`config.mk`:
```
export PLATFORM = sky130hd
export DESIGN_NAME = demux2bit_router
export DESIGN_NICKNAME = d
export VERILOG_FILES = /design/src/rtl/demux2bit_router_pkg.sv /design/src/rtl/demux2bit_fifo2.sv /design/src/rtl/demux2bit_router.sv
export SDC_FILE = /design/constraint.sdc
export NUM_CORES = 1
export LEC_CHECK = 0
export CAP_MARGIN = 20
export CORE_UTILIZATION = 53
export DETAILED_ROUTE_END_ITERATION = 10
export PLACE_DENSITY = 0.83
export SLEW_MARGIN = 20
export SYNTH_ARGS = -nofsm -noshare
export SYNTH_HDL_FRONTEND = slang
export SYNTH_HIERARCHICAL = 1
export SYNTH_SLANG_ARGS = --single-unit
```
`constraint.sdc`:
```
create_clock -name clk -period 4.2 [get_ports clk]
set_input_delay 0.63 -clock clk [delete_from_list [all_inputs] [get_ports clk]]
set_output_delay 0.63 -clock clk [all_outputs]
set_load 0.005 [all_outputs]
```
`src/rtl/demux2bit_router_pkg.sv`:
```
// Shared constants for the 2-bit demux router: default widths, port indices
// and the per-FIFO occupancy encoding.
package demux2bit_router_pkg;

  localparam int WIDTH_DEF = 2;
  localparam int CNT_W_DEF = 8;
  localparam int NUM_PORTS = 2;
  localparam int PORT_A    = 0;
  localparam int PORT_B    = 1;

  typedef enum logic [1:0] {
    EMPTY = 2'd0,
    ONE   = 2'd1,
    FULL  = 2'd2
  } occ_t;

endpackage

```
`src/rtl/demux2bit_fifo2.sv`:
```
// Two-entry FIFO with a delivered-item counter; one instance per router port.
// head_reg always holds the oldest item, tail_reg the second one when FULL.
module demux2bit_fifo2
  import demux2bit_router_pkg::*;
#(
  parameter int WIDTH = WIDTH_DEF,
  parameter int CNT_W = CNT_W_DEF
) (
  input  logic             clk,
  input  logic             reset,
  input  logic             push,
  input  logic [WIDTH-1:0] din,
  output logic [WIDTH-1:0] dout,
  output logic             valid,
  input  logic             ready,
  output logic             full,
  output logic [CNT_W-1:0] count
);

  occ_t             state_reg, state_next;
  logic [WIDTH-1:0] head_reg, tail_reg;
  logic [CNT_W-1:0] count_reg;
  logic             pop, push_ok;

  assign pop     = valid & ready;
  assign push_ok = push & (state_reg != FULL);

  always_ff @(posedge clk or posedge reset) begin
    if (reset) begin
      state_reg <= EMPTY;
    end else begin
      state_reg <= state_next;
    end
  end

  always_comb begin
    state_next = state_reg;
    case (state_reg)
      EMPTY: if (push_ok) state_next = ONE;
      ONE: begin
        if (push_ok && !pop)      state_next = FULL;
        else if (!push_ok && pop) state_next = EMPTY;
      end
      FULL:    if (pop) state_next = ONE;
      default: state_next = EMPTY;
    endcase
  end

  always_comb begin
    valid = (state_reg != EMPTY);
    full  = (state_reg == FULL);
  end

  // No bypass: a push into EMPTY lands in head_reg and is seen next cycle.
  always_ff @(posedge clk or posedge reset) begin
    if (reset) begin
      head_reg  <= '0;
      tail_reg  <= '0;
      count_reg <= '0;
    end else begin
      if (pop) count_reg <= count_reg + {{(CNT_W-1){1'b0}}, 1'b1};
      case (state_reg)
        EMPTY: if (push_ok) head_reg <= din;
        ONE: begin
          if (push_ok && pop) head_reg <= din;
          else if (push_ok)   tail_reg <= din;
        end
        FULL:    if (pop) head_reg <= tail_reg;
        default: ;
      endcase
    end
  end

  assign dout  = head_reg;
  assign count = count_reg;

endmodule

```
`src/rtl/demux2bit_router.sv`:
```
// Splits one 2-bit stream onto ports A/B by in_control; each port is buffered
// by its own FIFO so a stalled consumer only blocks items headed to it.
module demux2bit_router
  import demux2bit_router_pkg::*;
#(
  parameter int WIDTH = WIDTH_DEF,
  parameter int CNT_W = CNT_W_DEF
) (
  input  logic             clk,
  input  logic             reset,
  input  logic [WIDTH-1:0] in_data,
  input  logic             in_control,
  input  logic             in_valid,
  output logic             in_ready,
  output logic [WIDTH-1:0] a_data,
  output logic             a_valid,
  input  logic             a_ready,
  output logic [WIDTH-1:0] b_data,
  output logic             b_valid,
  input  logic             b_ready,
  output logic [CNT_W-1:0] a_count,
  output logic [CNT_W-1:0] b_count
);

  logic [NUM_PORTS-1:0] push_vec;
  logic [NUM_PORTS-1:0] full_vec;
  logic [NUM_PORTS-1:0] valid_vec;
  logic [NUM_PORTS-1:0] ready_vec;
  logic [WIDTH-1:0]     dout_arr  [NUM_PORTS];
  logic [CNT_W-1:0]     count_arr [NUM_PORTS];

  // Depends only on in_control and occupancy, never on the consumer readies.
  assign in_ready = ~full_vec[in_control];

  assign ready_vec[PORT_A] = a_ready;
  assign ready_vec[PORT_B] = b_ready;

  generate
    for (genvar gi = 0; gi < NUM_PORTS; gi++) begin : g_port
      assign push_vec[gi] = in_valid & in_ready & (int'(in_control) == gi);

      demux2bit_fifo2 #(
        .WIDTH (WIDTH),
        .CNT_W (CNT_W)
      ) u_fifo (
        .clk   (clk),
        .reset (reset),
        .push  (push_vec[gi]),
        .din   (in_data),
        .dout  (dout_arr[gi]),
        .valid (valid_vec[gi]),
        .ready (ready_vec[gi]),
        .full  (full_vec[gi]),
        .count (count_arr[gi])
      );
    end
  endgenerate

  assign a_data  = dout_arr[PORT_A];
  assign a_valid = valid_vec[PORT_A];
  assign a_count = count_arr[PORT_A];
  assign b_data  = dout_arr[PORT_B];
  assign b_valid = valid_vec[PORT_B];
  assign b_count = count_arr[PORT_B];

endmodule

```
==> results.rst <==
.. list-table::
   :header-rows: 1

   * - Metric
     - Value
   * - TritonCTS clock tree
     - yes
   * - Synthesized-area fraction occupied by adder cells
     - 6.97%
   * - Reg power frac
     - 47.1%
   * - Port-buffer cells
     - 30
   * - Clock H-tree levels
     - 1
   * - Count of placed standard cells including taps
     - 177
   * - Portion of the post-synthesis area used by sequential elements
     - 48.8%
   * - Reg-to-reg startpoint
     - g_port[0].u_fifo/state_reg[0]
   * - Sum of routed wire length over all layers
     - 2.48 mm
   * - Area fraction in and, or, nand and nor cells after synthesis
     - 12.8%
   * - All-Layer GR Usage
     - 20.8%
   * - Setup TNS
     - 0 ps
   * - Initial Utilization
     - 56.9%
   * - Detail Route Antenna Nets
     - 0
   * - Clk sinks
     - 28
   * - Diodes inserted
     - 0
   * - Top library cells by usage in the layout, fill and taps aside
     - 30 x sky130_fd_sc_hd__clkdlybuf4s50_1, 28 x sky130_fd_sc_hd__dfrtp_1, 14 x sky130_fd_sc_hd__nand2_1
   * - Post-synthesis compound-gate area fraction
     - 6.10%
   * - Worst endpoint data arrival time
     - 1870 ps
   * - Power density over cell area
     - 546 mW/mm^2
   * - Post-synthesis net count
     - 133
   * - Required time of the worst setup path
     - 3570 ps
   * - Depth of the most critical reg-to-reg path
     - 7
   * - Maximum resistive drop on vdd
     - 0.000442 V
   * - Net switching fraction of the power
     - 32.0%
   * - Final count of negative-setup-slack endpoints
     - 0
   * - Worst Max-Slew Pin Slew
     - 518 ps
   * - Share of layout cells above drive strength 1
     - 11.3%
   * - Distinct cell type count after synthesis
     - 24
   * - Clk_lat worst skew
     - 330 ps
   * - Peak Freq
     - 400 MHz
   * - Weighted congestion at the end of routability-driven global placement
     - 0.717
   * - Internal power
     - 667 uW
   * - Critical path fanouts, max
     - 3
   * - Maximum number of pins on one net before global-route repair
     - 15
   * - Area delta synth->final
     - 25.1%
   * - DIE WIDTH
     - 54.0 um
   * - Count of max-cap constraint violations
     - 0
   * - Most frequent standard cell in the layout excluding fill and tap cells
     - sky130_fd_sc_hd__clkdlybuf4s50_1
   * - Setup repair after global routing missed its margin
     - no
   * - Wire length of the first global-routing pass
     - 4.28 mm
   * - Share of cell area taken by muxes after synthesis
     - 15.2%
   * - Period minus WS final
     - 2500 ps
   * - Result of the run
     - complete, no violations
   * - Number of inserted filler cells in the final layout
     - 183
   * - Mean cell area of the mapped netlist
     - 12.3 sq um
   * - Final count of hold timing violations
     - 0
   * - Worst setup path start
     - in_control
   * - Residual overflow from global routing
     - 0
   * - HP Class
     - reg -> reg
   * - Max clock buf depth
     - 2
   * - Worst setup EP type
     - output pin
   * - Clock root buffer
     - sky130_fd_sc_hd__clkbuf_4
   * - Tcrit/Tclk final
     - 59.5%
   * - Max-slew headroom at the worst pin
     - 65.4%
   * - Number of design rule violations left after detail routing
     - 0
   * - Number of antenna violations at the first check in global routing
     - 0
   * - CTS buffer count
     - 3
   * - # Post-CTS Setup Buffers
     - 0
   * - Vias per cell
     - 5.43
   * - Via Count
     - 978
   * - Post-Layout Cell Count
     - 180
   * - I/O pin cnt
     - 31
   * - Worst flop-to-flop path endpoint
     - g_port[0].u_fifo/dout[1]
   * - HPWL after DPL
     - 1.97 mm
   * - NumNets Final
     - 168
   * - Critical hold path startpoint
     - g_port[1].u_fifo/count[7]
   * - Overall power
     - 980 uW
   * - Number of instances in the synthesized netlist
     - 117
   * - Combinational family with the most area after synthesis
     - multiplexers
   * - Worst setup endpoint
     - in_ready
   * - Flop and latch count out of synthesis
     - 28
   * - Crit path launch type
     - input pin
   * - Resized cells post-CTS
     - 0
   * - Clock-pin slew on the worst setup and hold paths
     - 140 ps
   * - Hold-fix buffer count after cts
     - 0
   * - Number of warnings reported in the yosys synthesis log
     - 6
   * - Number of pins with negative max-slew slack in the final report
     - 0
   * - Routed length per placed instance
     - 13.8 um
   * - Combinational fraction of design power
     - 41.8%
   * - Clock tree skew after final layout
     - 8.46 ps
   * - Count of TritonRoute iterations in the first routing pass
     - 4
   * - Category of the critical setup timing path
     - in -> out
   * - Die height
     - 54.0 um
   * - Post-synthesis cell area
     - 0.00144 sq mm
   * - Switching pwr
     - 313 uW
   * - Initial DRC Count
     - 14
   * - Xor/xnor share of the synthesized area
     - 8.54%
   * - R2R setup slack
     - 2180 ps
   * - Floorplan Core Area
     - 0.00252 sq mm
   * - Largest register FFs
     - 16
   * - Static Leakage
     - 0.846 nW
   * - Number of global-route vias before repair
     - 989
   * - Clk pwr share
     - 11.1%
   * - Standard-cell row count
     - 18
   * - Total Die Area
     - 0.00292 sq mm
## stage by stage
stage	hold slack, ps	util [%]	cell area (sq um)	setup slack, ps
after floorplan	464	-	1440	2430
after global placement	460	70.3	1770	1750
after detailed placement	462	70.3	1770	1690
after CTS	486	71.2	1800	1680
after global routing	491	71.2	1800	1590
final	480	71.2	1800	1700
## kinds of logic (layout without fill, tap and decap cells)
logic type,count (synthesis),count (layout)
flip-flops,28,28
adder cells (fa/ha/maj),8,8
XOR/XNOR,14,14
multiplexers,17,17
AO/OA/AOI/OAI,10,10
buffers and inverters,6,39
AND/OR/NAND/NOR,34,34
## synth_stat cells, drive strengths merged
library cell / instances / share of area, %
dfrtp: 28 / 49
mux2: 14 / 13
nand2: 14 / 3.7
xnor2: 10 / 6.1
ha: 8 / 7.0
inv: 6 / 1.6
o21ai: 4 / 1.4
xor2: 4 / 2.4
mux2i: 3 / 2.1
and2: 2 / 0.87
and2b: 2 / 1.0
and3: 2 / 0.87
nand2b: 2 / 1.2
nand3b: 2 / 1.0
nand4: 2 / 0.87
nor2: 2 / 0.52
nor3: 2 / 0.70
o2111a: 2 / 1.6
o211ai: 2 / 1.0
o2bb2ai: 2 / 2.1
or2: 2 / 0.87
and3b: 1 / 0.61
nor3b: 1 / 0.52
## metal layers
layer  global-route usage [%]  vias to the layer above  wire length, um
li1                         -                      472                -
met1                     24.8                      480             1120
met2                     36.6                       21             1230
met3                     2.82                        5               80
met4                     9.40                        0               40
met5                        0                        -                0
## worst max-delay path, stage by stage
cell and delay [ps]:
sky130_fd_sc_hd__clkdlybuf4s50_1 510, sky130_fd_sc_hd__mux2i_1 210, sky130_fd_sc_hd__clkdlybuf4s50_1 520
## power by group through the flow
stage	Clock, mW	Sequential [mW]	Combinational (mW)
finish	0.109	0.462	0.409
global placement	0	0.460	0.397
CTS	0.116	0.463	0.416
floorplan	0	0.457	0.210
detailed placement	0	0.468	0.412
global route	0.125	0.476	0.459
## how the worst min path moves through the flow
stage                                         to  depth (start not counted)
floorplan           g_port[0].u_fifo/tail_reg[0]                          1
global placement       g_port[1].u_fifo/count[7]                          1
detailed placement     g_port[1].u_fifo/count[7]                          1
CTS                    g_port[1].u_fifo/count[7]                          1
global route           g_port[1].u_fifo/count[7]                          1
finish                 g_port[1].u_fifo/count[7]                          1
## cell type report
cell class	count	area, sq um	area share [%]
clock buffer	3	22.5	1.25
sequential	28	701	39.0
multi-input combinational	83	712	39.7
tap	30	37.5	2.09
timing repair buffer	30	300	16.7
inverter	6	22.5	1.25
Note: power is estimated with default switching activity, not from simulation.
